**config.mk**
```make
export PLATFORM = sky130hd
export DESIGN_NAME = reg_writeback
export DESIGN_NICKNAME = d
export VERILOG_FILES = /design/src/rtl/rv_pkg.sv /design/src/rtl/load_ext.sv /design/src/rtl/reg_writeback.sv
export SDC_FILE = /design/constraint.sdc
export NUM_CORES = 1
export LEC_CHECK = 0
export ABC_CLOCK_PERIOD_IN_PS = 2500
export BUFFER_PORTS_ARGS = -buffer_cell sky130_fd_sc_hd__buf_2
export CORE_MARGIN = 2
export CORE_UTILIZATION = 43
export CTS_BUF_LIST = sky130_fd_sc_hd__clkbuf_8
export DETAILED_ROUTE_END_ITERATION = 8
export HOLD_SLACK_MARGIN = 0.08
export PLACE_DENSITY = 0.79
export SLEW_MARGIN = 20
export SYNTH_ARGS = -nofsm -noshare
export SYNTH_HDL_FRONTEND = slang
export SYNTH_SLANG_ARGS = --single-unit
```
**constraint.sdc**
```tcl
create_clock -name clk -period 2.5 [get_ports clk]
set_input_delay 0.25 -clock clk [delete_from_list [all_inputs] [get_ports clk]]
set_output_delay 0.25 -clock clk [all_outputs]
set_load 0.005 [all_outputs]
```
**src/rtl/rv_pkg.sv**
```systemverilog
// Shared RV32 definitions for the integer register-file write path:
// data width, register address width and load funct3 encodings.
package rv_pkg;

    localparam int XLEN       = 32;
    localparam int REG_ADDR_W = 5;

    typedef logic [XLEN-1:0]       word_t;
    typedef logic [REG_ADDR_W-1:0] reg_addr_t;

    localparam logic [2:0] F3_LB  = 3'b000;
    localparam logic [2:0] F3_LH  = 3'b001;
    localparam logic [2:0] F3_LW  = 3'b010;
    localparam logic [2:0] F3_LBU = 3'b100;
    localparam logic [2:0] F3_LHU = 3'b101;

endpackage

```
**src/rtl/load_ext.sv**
```systemverilog
// Combinational load-data extender: picks the byte/half addressed by offset
// from an aligned word and sign- or zero-extends it according to funct3.
module load_ext
    import rv_pkg::*;
(
    input  logic [XLEN-1:0] word,
    input  logic [2:0]      funct3,
    input  logic [1:0]      offset,
    output logic [XLEN-1:0] data
);

    logic [7:0]  byte_sel;
    logic [15:0] half_sel;

    // NOTE: every signal written in always_comb gets a value on every path
    // (defaults first), otherwise synthesis infers a latch.
    always_comb begin
        byte_sel = word[{offset, 3'b000} +: 8];
        // Halfwords are assumed aligned; offset[0] is ignored.
        half_sel = offset[1] ? word[31:16] : word[15:0];
        data     = word;
        case (funct3)
            F3_LB:   data = {{24{byte_sel[7]}}, byte_sel};
            F3_LH:   data = {{16{half_sel[15]}}, half_sel};
            F3_LW:   data = word;
            F3_LBU:  data = {24'd0, byte_sel};
            F3_LHU:  data = {16'd0, half_sel};
            default: data = word;
        endcase
    end

endmodule

```
**src/rtl/reg_writeback.sv**
```systemverilog
// Register-file write-port driver: merges ALU results and in-order load
// responses into one registered write, and tracks pending load destinations.
module reg_writeback
    import rv_pkg::*;
#(
    parameter int LQ_DEPTH = 4
) (
    input  logic                  clk,
    input  logic                  rst,
    input  logic                  alu_valid,
    input  logic [REG_ADDR_W-1:0] alu_rd,
    input  logic [XLEN-1:0]       alu_data,
    input  logic                  ld_issue,
    input  logic [REG_ADDR_W-1:0] ld_issue_rd,
    output logic                  ld_issue_ready,
    input  logic                  ld_rsp_valid,
    output logic                  ld_rsp_ready,
    input  logic [XLEN-1:0]       ld_rsp_data,
    input  logic [2:0]            ld_rsp_funct3,
    input  logic [1:0]            ld_rsp_offset,
    output logic [REG_ADDR_W-1:0] AddrD,
    output logic [XLEN-1:0]       DataD,
    output logic                  RegWEn,
    output logic [31:0]           busy,
    output logic                  err
);

    localparam int               PTR_W   = $clog2(LQ_DEPTH);
    localparam logic [PTR_W:0]   DEPTH_C = LQ_DEPTH[PTR_W:0];

    reg_addr_t          q_rd [LQ_DEPTH];
    logic [LQ_DEPTH-1:0] q_vld;
    logic [PTR_W-1:0]   head, tail;
    logic [PTR_W:0]     count;

    logic      full, empty, push, pop;
    reg_addr_t head_rd;
    word_t     ext_data;

    assign full           = (count == DEPTH_C);
    assign empty          = (count == '0);
    assign ld_issue_ready = !full;
    assign ld_rsp_ready   = !alu_valid && !empty;
    assign pop            = ld_rsp_valid && ld_rsp_ready;
    // A full queue still takes an issue when the head is popping in the same
    // cycle: the freed slot is the one the tail reuses.
    assign push           = ld_issue && (!full || pop);
    assign head_rd        = q_rd[head];

    load_ext u_load_ext (
        .word   (ld_rsp_data),
        .funct3 (ld_rsp_funct3),
        .offset (ld_rsp_offset),
        .data   (ext_data)
    );

    // NOTE: state registers use non-blocking assignments so every flop samples
    // the pre-edge values regardless of statement order.
    always_ff @(posedge clk) begin
        if (rst) begin
            head  <= '0;
            tail  <= '0;
            count <= '0;
            q_vld <= '0;
        end else begin
            if (pop) begin
                q_vld[head] <= 1'b0;
                head        <= head + 1'b1;
            end
            // Later assignment wins, so a full push+pop on one slot stays valid.
            if (push) begin
                q_vld[tail] <= 1'b1;
                tail        <= tail + 1'b1;
            end
            case ({push, pop})
                2'b10:   count <= count + 1'b1;
                2'b01:   count <= count - 1'b1;
                default: count <= count;
            endcase
        end
    end

    // NOTE: the rd storage is left unreset; q_vld alone qualifies each entry,
    // which keeps the array a plain memory.
    always_ff @(posedge clk) begin
        if (push) begin
            q_rd[tail] <= ld_issue_rd;
        end
    end

    always_comb begin
        busy = '0;
        for (int i = 0; i < LQ_DEPTH; i++) begin
            if (q_vld[i]) begin
                busy[q_rd[i]] = 1'b1;
            end
        end
        busy[0] = 1'b0;
    end

    always_ff @(posedge clk) begin
        if (rst) begin
            AddrD  <= '0;
            DataD  <= '0;
            RegWEn <= 1'b0;
            err    <= 1'b0;
        end else begin
            RegWEn <= 1'b0;
            if (alu_valid) begin
                AddrD  <= alu_rd;
                DataD  <= alu_data;
                RegWEn <= (alu_rd != '0);
            end else if (pop) begin
                AddrD  <= head_rd;
                DataD  <= ext_data;
                RegWEn <= (head_rd != '0);
            end
            if (ld_rsp_valid && empty) begin
                err <= 1'b1;
            end
        end
    end

endmodule

```
==> results of run 1 <==
power groups by stage:
stage          registers, mW  logic, mW  clock network, mW
2_1_floorplan           1.39      0.385                  0
3_3_place_gp            1.40      0.619                  0
3_5_place_dp            1.41      0.632                  0
4_1_cts                 1.38      0.637              0.919
5_1_grt                 1.40      0.709              0.969
6_report                1.38      0.642              0.903
how the worst max path moves through the flow:
| stage | start | endpoint | slack, ns | cells after the start |
|---|---|---|---|---|
| detailed placement | ld_rsp_offset[1] | DataD[9] | 0.44 | 4 |
| global placement | ld_rsp_offset[1] | DataD[10] | 0.52 | 4 |
| global route | q_rd[1][1] | busy[24] | 0.21 | 5 |
| floorplan | alu_valid | count[2] | 0.52 | 7 |
| CTS | q_rd[1][0] | busy[24] | 0.33 | 5 |
| finish | q_rd[1][0] | busy[24] | 0.29 | 5 |
flip-flops by register name, summed over array words and instances, names as in the netlist, named ones only:
name,cells
RegWEn,1
q_vld,4
count,3
AddrD,5
err,1
q_rd,20
head,2
DataD,32
tail,2
per-layer routing:
metal	part of all wire [%]	GRT usage, %
met1	40	31.3
met2	48	43.7
met3	9.0	6.28
met4	2.9	12.0
met5	0	0
placed cells by master, fill, tap and decap left out, types with 6 or more instances in the layout:
cell / netlist / layout
nor3b_1: 7 / 7
or3b_1: 8 / 8
a221oi_1: 14 / 14
nor2_1: 34 / 33
nand3_1: 13 / 13
clkbuf_8: 0 / 9
buf_2: 10 / 155
mux2i_1: 19 / 19
o22ai_1: 17 / 17
a21oi_1: 70 / 70
and3b_1: 6 / 6
a221o_1: 9 / 9
inv_1: 57 / 58
nor3_1: 7 / 7
edfxtp_1: 20 / 20
o211ai_1: 12 / 12
nor2b_1: 15 / 15
o21ai_1: 18 / 18
nand2_1: 35 / 35
a22oi_1: 17 / 17
ha_1: 8 / 8
nand2b_1: 6 / 6
o221ai_1: 15 / 15
nand3b_1: 16 / 16
dfxtp_1: 52 / 52
layout make-up:
class,instances,area share [%]
flip-flops and latches,72,28.2
clock buffers,9,2.13
well taps,140,3.01
clock inverters,7,1.12
inverters,58,3.74
multi-input cells,409,47.8
repair buffers,160,14.0
kinds of logic (layout without fill, tap and decap cells):
logic type                 Yosys count  in the layout  synth area share, %
muxes                               26             26                 7.14
other                                1              1               0.0779
and+or+nand+nor                    168            168                 19.2
DFF                                 72             72                 34.1
AOI/OAI and AO/OA                  203            203                 28.3
buffers and inverters               98            234                 8.29
adders and majority gates            9              9                 2.49
xor gates and xnor gates             2              2                0.364
stage by stage:
stage          worst slack, ns  area [sq um]  utilization, %
6_report                 0.286          5810            53.4
5_1_grt                  0.212          5810            53.4
4_1_cts                  0.332          5810            53.4
3_5_place_dp             0.437          5630            51.7
3_3_place_gp             0.522          5630            51.7
2_1_floorplan            0.520          4820               -
worst reg2reg max path, cell delays in order, from the launching register on:
cell and delay, ns:
dfxtp_1 0.41, nor3_2 0.10, or3_1 0.46, fa_1 0.42
mux2i_1 0.20, mux2_1 0.33
==> metrics.log, run 1 <==
INFO  metric outcome = complete, no violations
INFO  metric worstRegToRegCells = 5
INFO  metric clock_sinks = 72
INFO  metric fin_crit_sh = 88.6%
INFO  metric timing.reg2reg.setup_slack = 0.47 ns
INFO  metric p_int = 2.02 mW
INFO  metric die_height = 110 microns
INFO  metric syn_to_final_growth = 20.7%
INFO  metric final_max_tran_viols = 0
INFO  metric hold_path_startpoint = ld_issue_rd[2]
INFO  metric net_count_after_synthesis = 672
INFO  metric global_route_wire_length_before_repair = 24,300 microns
INFO  metric clock_edge_transition_at_the_registers_on_the_reported_setup_and_hold_paths = 0.08 ns
INFO  metric power_density = 504 nW/um^2
INFO  metric filler_cell_count = 1,030
INFO  metric worst_ep_required_time = 2.25 ns
INFO  metric postRouteWirelength = around 16,000 microns
INFO  metric final_net_count = around 800
INFO  metric io_buffer_count = ~160
INFO  metric post_cts_buffers = 0
INFO  metric cts_buffers = 9
INFO  metric startpoint_type = flip-flop
INFO  metric switchingPower = 0.906 mW
INFO  metric slowest_delay = 0.50 ns
INFO  metric ys_top_cells_by_count = 70 x a21oi_1, 57 x inv_1, 52 x dfxtp_1
INFO  metric hold_path_end = q_rd[0][2]
INFO  metric power.share.combinational = a little over a fifth
INFO  metric num_ports = 157
INFO  metric first_global_vias = 4,945
INFO  metric max_slew.worst_pin.slew = a little under 1 ns
INFO  metric synth_largest_area_cell = dfxtp_1
INFO  metric placementRows = 38
INFO  metric crit_fanout = 7
INFO  metric sequentialPowerShare = 47.2%
INFO  metric clk_root_buffer_cell = clkbuf_8
INFO  metric initial_core_util = 44.2%
INFO  metric cp_num_buf_inv = 2
INFO  metric yosysTopAreaCellShare = 21.6%
INFO  metric whs_path_depth = 1
INFO  metric numPlacedInstances = 839
INFO  metric final-seq-area = 1640 sq um
INFO  metric max-vdd-ir-drop = 0.371 mV
INFO  metric cp_cell_sequence = nor3b_1, inv_1, o22ai_1, a221o_1, buf_2
INFO  metric tns = 0 ns
INFO  metric yosys_warnings = 0
INFO  metric postSynthAreaPerCell = 8.32 sq um
INFO  metric grt_start_max_net_pins = 60
INFO  metric holdCritPathClass = input port to flip-flop
INFO  metric globalRouteOverflowTotal = 0
INFO  metric mappedNetlistArea = roughly 4800 sq um
INFO  metric chip_width = 110 microns
INFO  metric drt_first_pass_iters = 6
INFO  metric finalWorstPathRequiredPeriod = about 2.2 ns
INFO  metric gp_routability_congestion = 0.963
INFO  metric worstSetupEndpointType = output pin
INFO  metric cts_max_level = 3
INFO  metric postRouteAntennaNets = 0
INFO  metric synth_top_flop_cell = dfxtp_1
INFO  metric count_of_antenna_diodes_in_the_layout = 0
INFO  metric track_usage = 26.0%
INFO  metric grt_setup_unrepaired = no
INFO  metric yosys.cell_count.top_type = a21oi_1
INFO  metric cts_resized = 0
INFO  metric power.share.clock = 30.8%
INFO  metric synth-seq-cells = 72
INFO  metric leak = 2.59 nW
INFO  metric synth.top_cells.by_area = dfxtp_1 22%, edfxtp_1 12%, a21oi_1 7.3%
INFO  metric critical-path-top-delay-family = flip-flops
INFO  metric setup_viol = 0
INFO  metric dr.first_iter.drc_count = 657
INFO  metric power.switching_fraction = 30.9%
INFO  metric max_clock_freq = 0.452 GHz
INFO  metric fin_total_pwr = ~3 mW
INFO  metric dr_total_vias = 5,190
INFO  metric synth_enable_flop_cells = 20
INFO  metric cts_hold_buf = 0
INFO  metric worstReg2RegEnd = count[2]
INFO  metric cp_slowest_cell = edfxtp_1
INFO  metric max-slew-margin-rel = 35.6%
INFO  metric multiInputGateArea = 2780 sq um
INFO  metric synth_sequential_area_ratio = around 34%
INFO  metric timing.rr.start = count[0]
INFO  metric antenna_found_initial = 0
INFO  metric clock-skew-final = 0.0165 ns
INFO  metric number_of_max_cap_violations = 0
INFO  metric syn-instance-count = 579
INFO  metric routed_via_count_divided_by_cell_count = 6.07
INFO  metric max-clock-path-buffers = 2
INFO  metric finalNonFillerCells = between 800 and 900
INFO  metric post_route_cells_drive_above_1_share = 25.9%
INFO  metric critPathArrivalTime = 1.96 ns
INFO  metric hold_viol = 0
INFO  metric cts_tree = built
INFO  metric wire_per_inst = 18.7 microns
INFO  metric place_hpwl = 12,000 microns
INFO  metric drc = 0
INFO  metric hold-worst-slack = around 0.12 ns
INFO  metric clkLatencyLatePin = between 0.3 and 0.4 ns
INFO  metric ys_types = 57
INFO  metric design.die.area = roughly 12,000 sq um
INFO  metric async_reset_ff_share = 0%
INFO  metric design.core.area = ~11,000 sq um
INFO  metric path_class = flip-flop to output pin
Power figures use the tool's default switching activity.
==> run 2: changes to the inputs <==
--- a/config.mk
+++ b/config.mk
@@ -5,6 +5,7 @@
 export SDC_FILE = /design/constraint.sdc
 export NUM_CORES = 1
 export LEC_CHECK = 0
+export ABC_AREA = 1
 export ABC_CLOCK_PERIOD_IN_PS = 2500
 export BUFFER_PORTS_ARGS = -buffer_cell sky130_fd_sc_hd__buf_2
 export CORE_MARGIN = 2
@@ -12,7 +13,7 @@
 export CTS_BUF_LIST = sky130_fd_sc_hd__clkbuf_8
 export DETAILED_ROUTE_END_ITERATION = 8
 export HOLD_SLACK_MARGIN = 0.08
-export PLACE_DENSITY = 0.79
+export PLACE_DENSITY = 0.69
 export SLEW_MARGIN = 20
 export SYNTH_ARGS = -nofsm -noshare
 export SYNTH_HDL_FRONTEND = slang
==> run 2 against run 1 <==
- non-clock buffer count decreased by 2
- hold slack improved by 0.0012 ns
- first-iteration DRC count fell by 13%
- synthesized cell count rose by 30%
- total power up 2.2%
- sequential share of layout area is 0.54 points lower
- combinational power grew 8.3%
- sequential power is essentially flat
==> metrics.log, run 2 <==
INFO  metric outcome = complete, no violations
INFO  metric cts_tree = built
INFO  metric synth_top_flop_cell = dfxtp_1
INFO  metric placementRows = 39
INFO  metric count_of_antenna_diodes_in_the_layout = 0
INFO  metric critical-path-top-delay-family = flip-flops
INFO  metric place_hpwl = ~12,000 microns
INFO  metric max_clock_freq = 0.476 GHz
INFO  metric cts_max_level = 3
INFO  metric worst_ep_required_time = 2.25 ns
INFO  metric crit_fanout = 5
INFO  metric net_count_after_synthesis = 843
INFO  metric routed_via_count_divided_by_cell_count = 5.38
INFO  metric hold_viol = 0
INFO  metric power.share.clock = a little under a third
INFO  metric setup_viol = 0
INFO  metric setup.worst_path.end = busy[9]
INFO  metric max_flop_register = DataD
INFO  metric first_global_vias = 5,265
INFO  metric tns = 0 ns
INFO  metric startpoint_type = flip-flop
INFO  metric cp_num_buf_inv = 3
INFO  metric cp_cell_sequence = inv_1, nor3_1, inv_1, o221ai_1, buf_2
INFO  metric track_usage = 25.7%
INFO  metric ys_types = 38
INFO  metric max-clock-path-buffers = 2
INFO  metric finalNonFillerCells = a little over 1,000
INFO  metric synth-seq-cells = 72
INFO  metric synth_enable_flop_cells = 20
INFO  metric clk_root_buffer_cell = clkbuf_8
INFO  metric cp_num_cells = 5
INFO  metric clock-skew-final = 0.0130 ns
INFO  metric max_ffs_per_register = 32
INFO  metric die_height = 111 microns
INFO  metric post_cts_buffers = 0
INFO  metric io_buffer_count = 155
INFO  metric timing.reg2reg.setup_slack = 0.63 ns
INFO  metric number_of_max_cap_violations = 0
INFO  metric design.die.area = 12,300 sq um
INFO  metric worstReg2RegEnd = count[2]
INFO  metric synth.top_cells.by_area = dfxtp_1 21%, nand2_1 13%, edfxtp_1 12%
INFO  metric filler_cell_count = 1,189
INFO  metric cp_slowest_cell = edfxtp_1
INFO  metric leak = between 2 and 3 nW
INFO  metric dr_total_vias = 5,581
INFO  metric cts_buffers = 9
INFO  metric worstSetupStartpoint = q_rd[3][3]
INFO  metric postSynthAreaPerCell = 6.57 sq um
INFO  metric num_ports = 157
INFO  metric largest_registers = DataD: 32 flops, q_rd: 20 flops, AddrD: 5 flops
INFO  metric finalWorstPathRequiredPeriod = 2.10 ns
INFO  metric layout_commonest_cell = nand2_1
INFO  metric async_reset_ff_share = 0%
INFO  metric power.share.combinational = a little under a quarter
INFO  metric cts_resized = 0
INFO  metric drt_first_pass_iters = 6
INFO  metric postRouteAntennaNets = 0
INFO  metric final_max_tran_viols = 0
INFO  metric initial_core_util = a little over two fifths
INFO  metric holdCritPathClass = input port to flip-flop
INFO  metric switchingPower = 0.981 mW
INFO  metric drc = 0
INFO  metric critPathArrivalTime = 1.85 ns
INFO  metric sequentialPowerShare = between 40 and 50%
INFO  metric grt_setup_unrepaired = no
INFO  metric grt_start_max_net_pins = 44
INFO  metric clock_edge_transition_at_the_registers_on_the_reported_setup_and_hold_paths = 0.07 ns
INFO  metric design.core.area = 11,300 sq um
INFO  metric final_net_count = 982
INFO  metric synth_largest_area_cell = dfxtp_1
INFO  metric dr.first_iter.drc_count = 573
INFO  metric yosys.cell_count.top_type = nand2_1
INFO  metric yosysTopAreaCellShare = 21.1%
INFO  metric crit_path_frequent_cell = inv_1
INFO  metric slowest_delay = 0.53 ns
INFO  metric gp_routability_congestion = between 0.9 and 1
INFO  metric commonest_non_fill_non_tap_cells_in_the_layout = 174 x nand2_1, 155 x buf_2, 97 x nor2_1
INFO  metric max-slew-margin-rel = between 50 and 60%
INFO  metric fin_crit_sh = 84.0%
INFO  metric post_route_cells_drive_above_1_share = 21.9%
INFO  metric worstSetupEndpointType = output pin
INFO  metric path_class = flip-flop to output pin
INFO  metric power_density = 505 nW/um^2
INFO  metric syn-instance-count = 750
INFO  metric max-vdd-ir-drop = 0.261 mV
INFO  metric numPlacedInstances = 1,021
INFO  metric global_route_wire_length_before_repair = 26,000 microns
INFO  metric chip_width = 111 microns
INFO  metric timing.rr.start = count[2]
INFO  metric antenna_found_initial = 0
INFO  metric cts_hold_buf = 0
INFO  metric clock_sinks = 72
INFO  metric max_slew.worst_pin.slew = 0.677 ns
INFO  metric ys_top_cells_by_count = 174 x nand2_1, 97 x nor2_1, 84 x nand3_1
INFO  metric yosys_warnings = 0
INFO  metric power.switching_fraction = 32.8%
INFO  metric synth_sequential_area_ratio = 33.3%
INFO  metric syn_to_final_growth = 20.3%
INFO  metric postRouteWirelength = around 16,000 microns
INFO  metric wire_per_inst = 15.3 microns
INFO  metric worstRegToRegCells = 10
INFO  metric p_int = 2.01 mW
INFO  metric clkLatencyLatePin = 0.35 ns
INFO  metric globalRouteOverflowTotal = 0
INFO  metric mappedNetlistArea = between 4000 and 5000 sq um
-- run 2: worst register-to-register path: cells and delay by family, from the launching register on --
family	cells	cell delay [ns]
flops	1	0.35
compound gates	1	0.15
buf+inv	3	0.22
simple gates	5	0.66
fa+ha+maj	1	0.39
-- run 2: layer usage --
layer / track usage, % / vias up / share of wire (%)
met1: 35.5 / 2477 / 45
met4: 7.90 / 0 / 1.6
li1: - / 2804 / -
met5: 0 / - / 0
met2: 40.4 / 274 / 45
met3: 5.74 / 26 / 9.1
-- run 2: power by group through the flow --
stage / clock (mW) / sequential (mW) / combinational [mW]
6_report: 0.927 / 1.37 / 0.695
5_1_grt: 0.991 / 1.38 / 0.792
4_1_cts: 0.943 / 1.37 / 0.689
3_5_place_dp: 0 / 1.40 / 0.686
3_3_place_gp: 0 / 1.40 / 0.682
2_1_floorplan: 0 / 1.38 / 0.443
-- run 2: final cells by class --
class,instances,area (sq um),share of cell area (%)
Multi-Input combinational cell,562,2780,47.0
Sequential cell,72,1640,27.7
Timing Repair Buffer,158,798,13.5
Clock inverter,7,71.3,1.20
Tap cell,143,179,3.02
Inverter,86,330,5.57
Clock buffer,9,124,2.09
-- run 2: cells by family (layout without fill, tap and decap cells) --
| group | after synthesis | after routing | synth area share, % |
|---|---|---|---|
| other cells | 1 | 1 | 0.0761 |
| buf+inv | 116 | 260 | 10.2 |
| flops | 72 | 72 | 33.3 |
| simple gates | 376 | 376 | 32.3 |
| compound gates | 176 | 176 | 21.6 |
| fa+ha+maj | 9 | 9 | 2.44 |
-- run 2: worst min-delay path by stage --
stage	startpoint	slack [ns]	cells after the start	to
global placement	err	0.45	2	err
detailed placement	err	0.44	2	err
global route	ld_issue_rd[2]	0.12	1	q_rd[1][2]
CTS	ld_issue_rd[3]	0.11	1	q_rd[3][3]
floorplan	ld_issue_rd[0]	0.35	0	q_rd[0][0]
finish	ld_issue_rd[3]	0.12	1	q_rd[3][3]
-- run 2: stage by stage --
step / setup WS, ns / instance area (sq um) / total power, mW / hold WS (ns) / utilization, %
6_report: 0.401 / 5930 / 2.99 / 0.124 / 52.4
5_1_grt: 0.341 / 5930 / 3.17 / 0.124 / 52.4
4_1_cts: 0.479 / 5930 / 3.00 / 0.105 / 52.4
3_5_place_dp: 0.647 / 5730 / 2.08 / 0.441 / 50.6
3_3_place_gp: 0.705 / 5730 / 2.08 / 0.447 / 50.6
2_1_floorplan: 0.886 / 4930 / 1.82 / 0.349 / -
==> run 3: changes to the inputs <==
--- a/config.mk
+++ b/config.mk
@@ -6,7 +6,7 @@
 export NUM_CORES = 1
 export LEC_CHECK = 0
 export ABC_AREA = 1
-export ABC_CLOCK_PERIOD_IN_PS = 2500
+export ABC_CLOCK_PERIOD_IN_PS = 2160
 export BUFFER_PORTS_ARGS = -buffer_cell sky130_fd_sc_hd__buf_2
 export CORE_MARGIN = 2
 export CORE_UTILIZATION = 43
==> constraint.sdc (replaced) <==
create_clock -name clk -period 2.16 [get_ports clk]
set_input_delay 0.216 -clock clk [delete_from_list [all_inputs] [get_ports clk]]
set_output_delay 0.216 -clock clk [all_outputs]
set_load 0.005 [all_outputs]
==> run 3 against run 2 <==
- hold slack got worse by 0.021 ns
- highest routed layer unchanged
- non-clock buffer count up 2
- first-iteration DRC count increased by 2.6%
- die area unchanged
- total power is 19% higher
- critical path depth unchanged
- wire length decreased by 2.4%
==> metrics.log, run 3 (synthesis gave the netlist of run 2 again) <==
INFO  metric first_global_vias = around 5,000
INFO  metric fin_total_pwr = between 3 and 4 mW
INFO  metric multiInputGateArea = 2780 sq um
INFO  metric fin_crit_sh = 95.9%
INFO  metric tns = 0 ns
INFO  metric met2_usage = 38.8%
INFO  metric chip_width = 111 microns
INFO  metric power_density = approximately 600 nW/um^2
INFO  metric grt-busiest-layer = met2
INFO  metric design.die.area = about 12,000 sq um
INFO  metric critPathArrivalTime = 1.85 ns
INFO  metric grt_setup_unrepaired = no
INFO  metric cts_resized = 0
INFO  metric max_flop_register = DataD
INFO  metric antenna_found_initial = 1
INFO  metric worstRegToRegCells = 11
INFO  metric design.core.area = 11,300 sq um
INFO  metric timing.rr.start = count[2]
INFO  metric dr.first_iter.drc_count = a little under 600
INFO  metric wire_per_inst = 14.9 microns
INFO  metric setup_ws = 0.0893 ns
INFO  metric finalWorstPathRequiredPeriod = 2.07 ns
INFO  metric syn_to_final_growth = 21.1%
INFO  metric final-seq-area = 1640 sq um
INFO  metric numPlacedInstances = 1,023
INFO  metric max_ffs_per_register = 32
INFO  metric layout_commonest_cell = nand2_1
INFO  metric detailedPlace.worstSlack = 0.332 ns
INFO  metric die_height = 111 microns
INFO  metric path_class = flip-flop to output pin
INFO  metric globalRouteOverflowTotal = 0
INFO  metric outcome = complete, no violations
INFO  metric max_clock_freq = 0.483 GHz
INFO  metric hold-worst-slack = roughly 0.10 ns
INFO  metric cts_buffers = 9
INFO  metric clock_sinks = 72
INFO  metric finalNonFillerCells = 1,040
INFO  metric detailed_place.area = approximately 5700 sq um
INFO  metric clock_edge_transition_at_the_registers_on_the_reported_setup_and_hold_paths = 0.08 ns
INFO  metric post_route_cells_drive_above_1_share = 22.0%
INFO  metric grt_util_met3 = 5.36%
INFO  metric postLayoutCoreUtil = 52.7%
INFO  metric filler_cell_count = ~1,100
INFO  metric worstReg2RegEnd = count[2]
INFO  metric drt_first_pass_iters = 5
INFO  metric largest_registers = DataD: 32 flops, q_rd: 20 flops, AddrD: 5 flops
INFO  metric place_hpwl = 11,700 microns
INFO  metric dr_total_vias = ~5,600
INFO  metric clk_root_buffer_cell = clkbuf_8
INFO  metric timing.reg2reg.setup_slack = 0.31 ns
INFO  metric worst_ep_required_time = 1.94 ns
INFO  metric max-vdd-ir-drop = 0.308 mV
INFO  metric clkLatencyLatePin = 0.35 ns
INFO  metric number_of_max_cap_violations = 0
INFO  metric io_buffer_count = 155
INFO  metric num_ports = 157
INFO  metric routed_via_count_divided_by_cell_count = 5.35
INFO  metric crit_fanout = 5
INFO  metric post_cts_buffers = 0
INFO  metric clock-skew-final = 0.00961 ns
INFO  metric worstSetupStartpoint = q_rd[3][3]
INFO  metric cts_max_level = 3
INFO  metric track_usage = 25.0%
INFO  metric hold_viol = 0
INFO  metric global_route_wire_length_before_repair = about 25,000 microns
INFO  metric setup.worst_path.end = busy[9]
INFO  metric holdCritPathClass = input port to flip-flop
INFO  metric max-clock-path-buffers = 2
INFO  metric grt_start_max_net_pins = 45
INFO  metric cts_tree = built
INFO  metric initial_core_util = 43.5%
INFO  metric gp_routability_congestion = roughly 0.94
INFO  metric postRouteWirelength = 15,500 microns
INFO  metric final_max_tran_viols = 0
INFO  metric postRouteAntennaNets = 0
INFO  metric max_slew.worst_pin.slew = 0.679 ns
INFO  metric setup_viol = 0
INFO  metric drc = 0
INFO  metric finish.instance_area = around 6000 sq um
INFO  metric worstSetupEndpointType = output pin
INFO  metric placementRows = 39
INFO  metric cts_hold_buf = 0
INFO  metric grt_use_met1 = 34.3%
INFO  metric startpoint_type = flip-flop
INFO  metric commonest_non_fill_non_tap_cells_in_the_layout = 174 x nand2_1, 155 x buf_2, 97 x nor2_1
INFO  metric leak = 3.02 nW
INFO  metric max-slew-margin-rel = 54.7%
INFO  metric final_net_count = 984
-- run 3: report_power, final --
group	internal (mW)	switching (mW)
Clock	0.653	0.540
Sequential	1.50	0.0871
Combinational	0.300	0.498
Total	2.45	1.12
-- run 3: worst min-delay path by stage --
stage	to	slack, ns	startpoint	depth (start not counted)
after floorplan	q_rd[0][0]	0.31	ld_issue_rd[0]	0
after global placement	err	0.45	err	2
after detailed placement	err	0.44	err	2
after CTS	q_rd[3][4]	0.09	ld_issue_rd[4]	1
after global routing	q_rd[1][1]	0.09	ld_issue_rd[1]	1
final	q_rd[2][0]	0.10	ld_issue_rd[0]	1
-- run 3: area by class of cell --
class	count	area share, %
Inverter	86	5.53
Clock inverter	7	1.59
Sequential cell	72	27.5
Multi-Input combinational cell	562	46.6
Timing Repair Buffer	160	13.6
Tap cell	143	3.00
Antenna cell	1	0.0419
Clock buffer	9	2.08
-- run 3: worst max-delay path: stages (launching register included) --
cell and delay [ns]:
edfxtp_1 0.52, inv_1 0.17, nor3_1 0.39, inv_1 0.10, o221ai_1 0.18, buf_2 0.15
-- run 3: per-layer routing --
layer	vias to the layer above	routed length, microns
met3	37	1300
met2	243	6900
met1	2473	6910
met4	0	415
met5	-	0
li1	2812	-
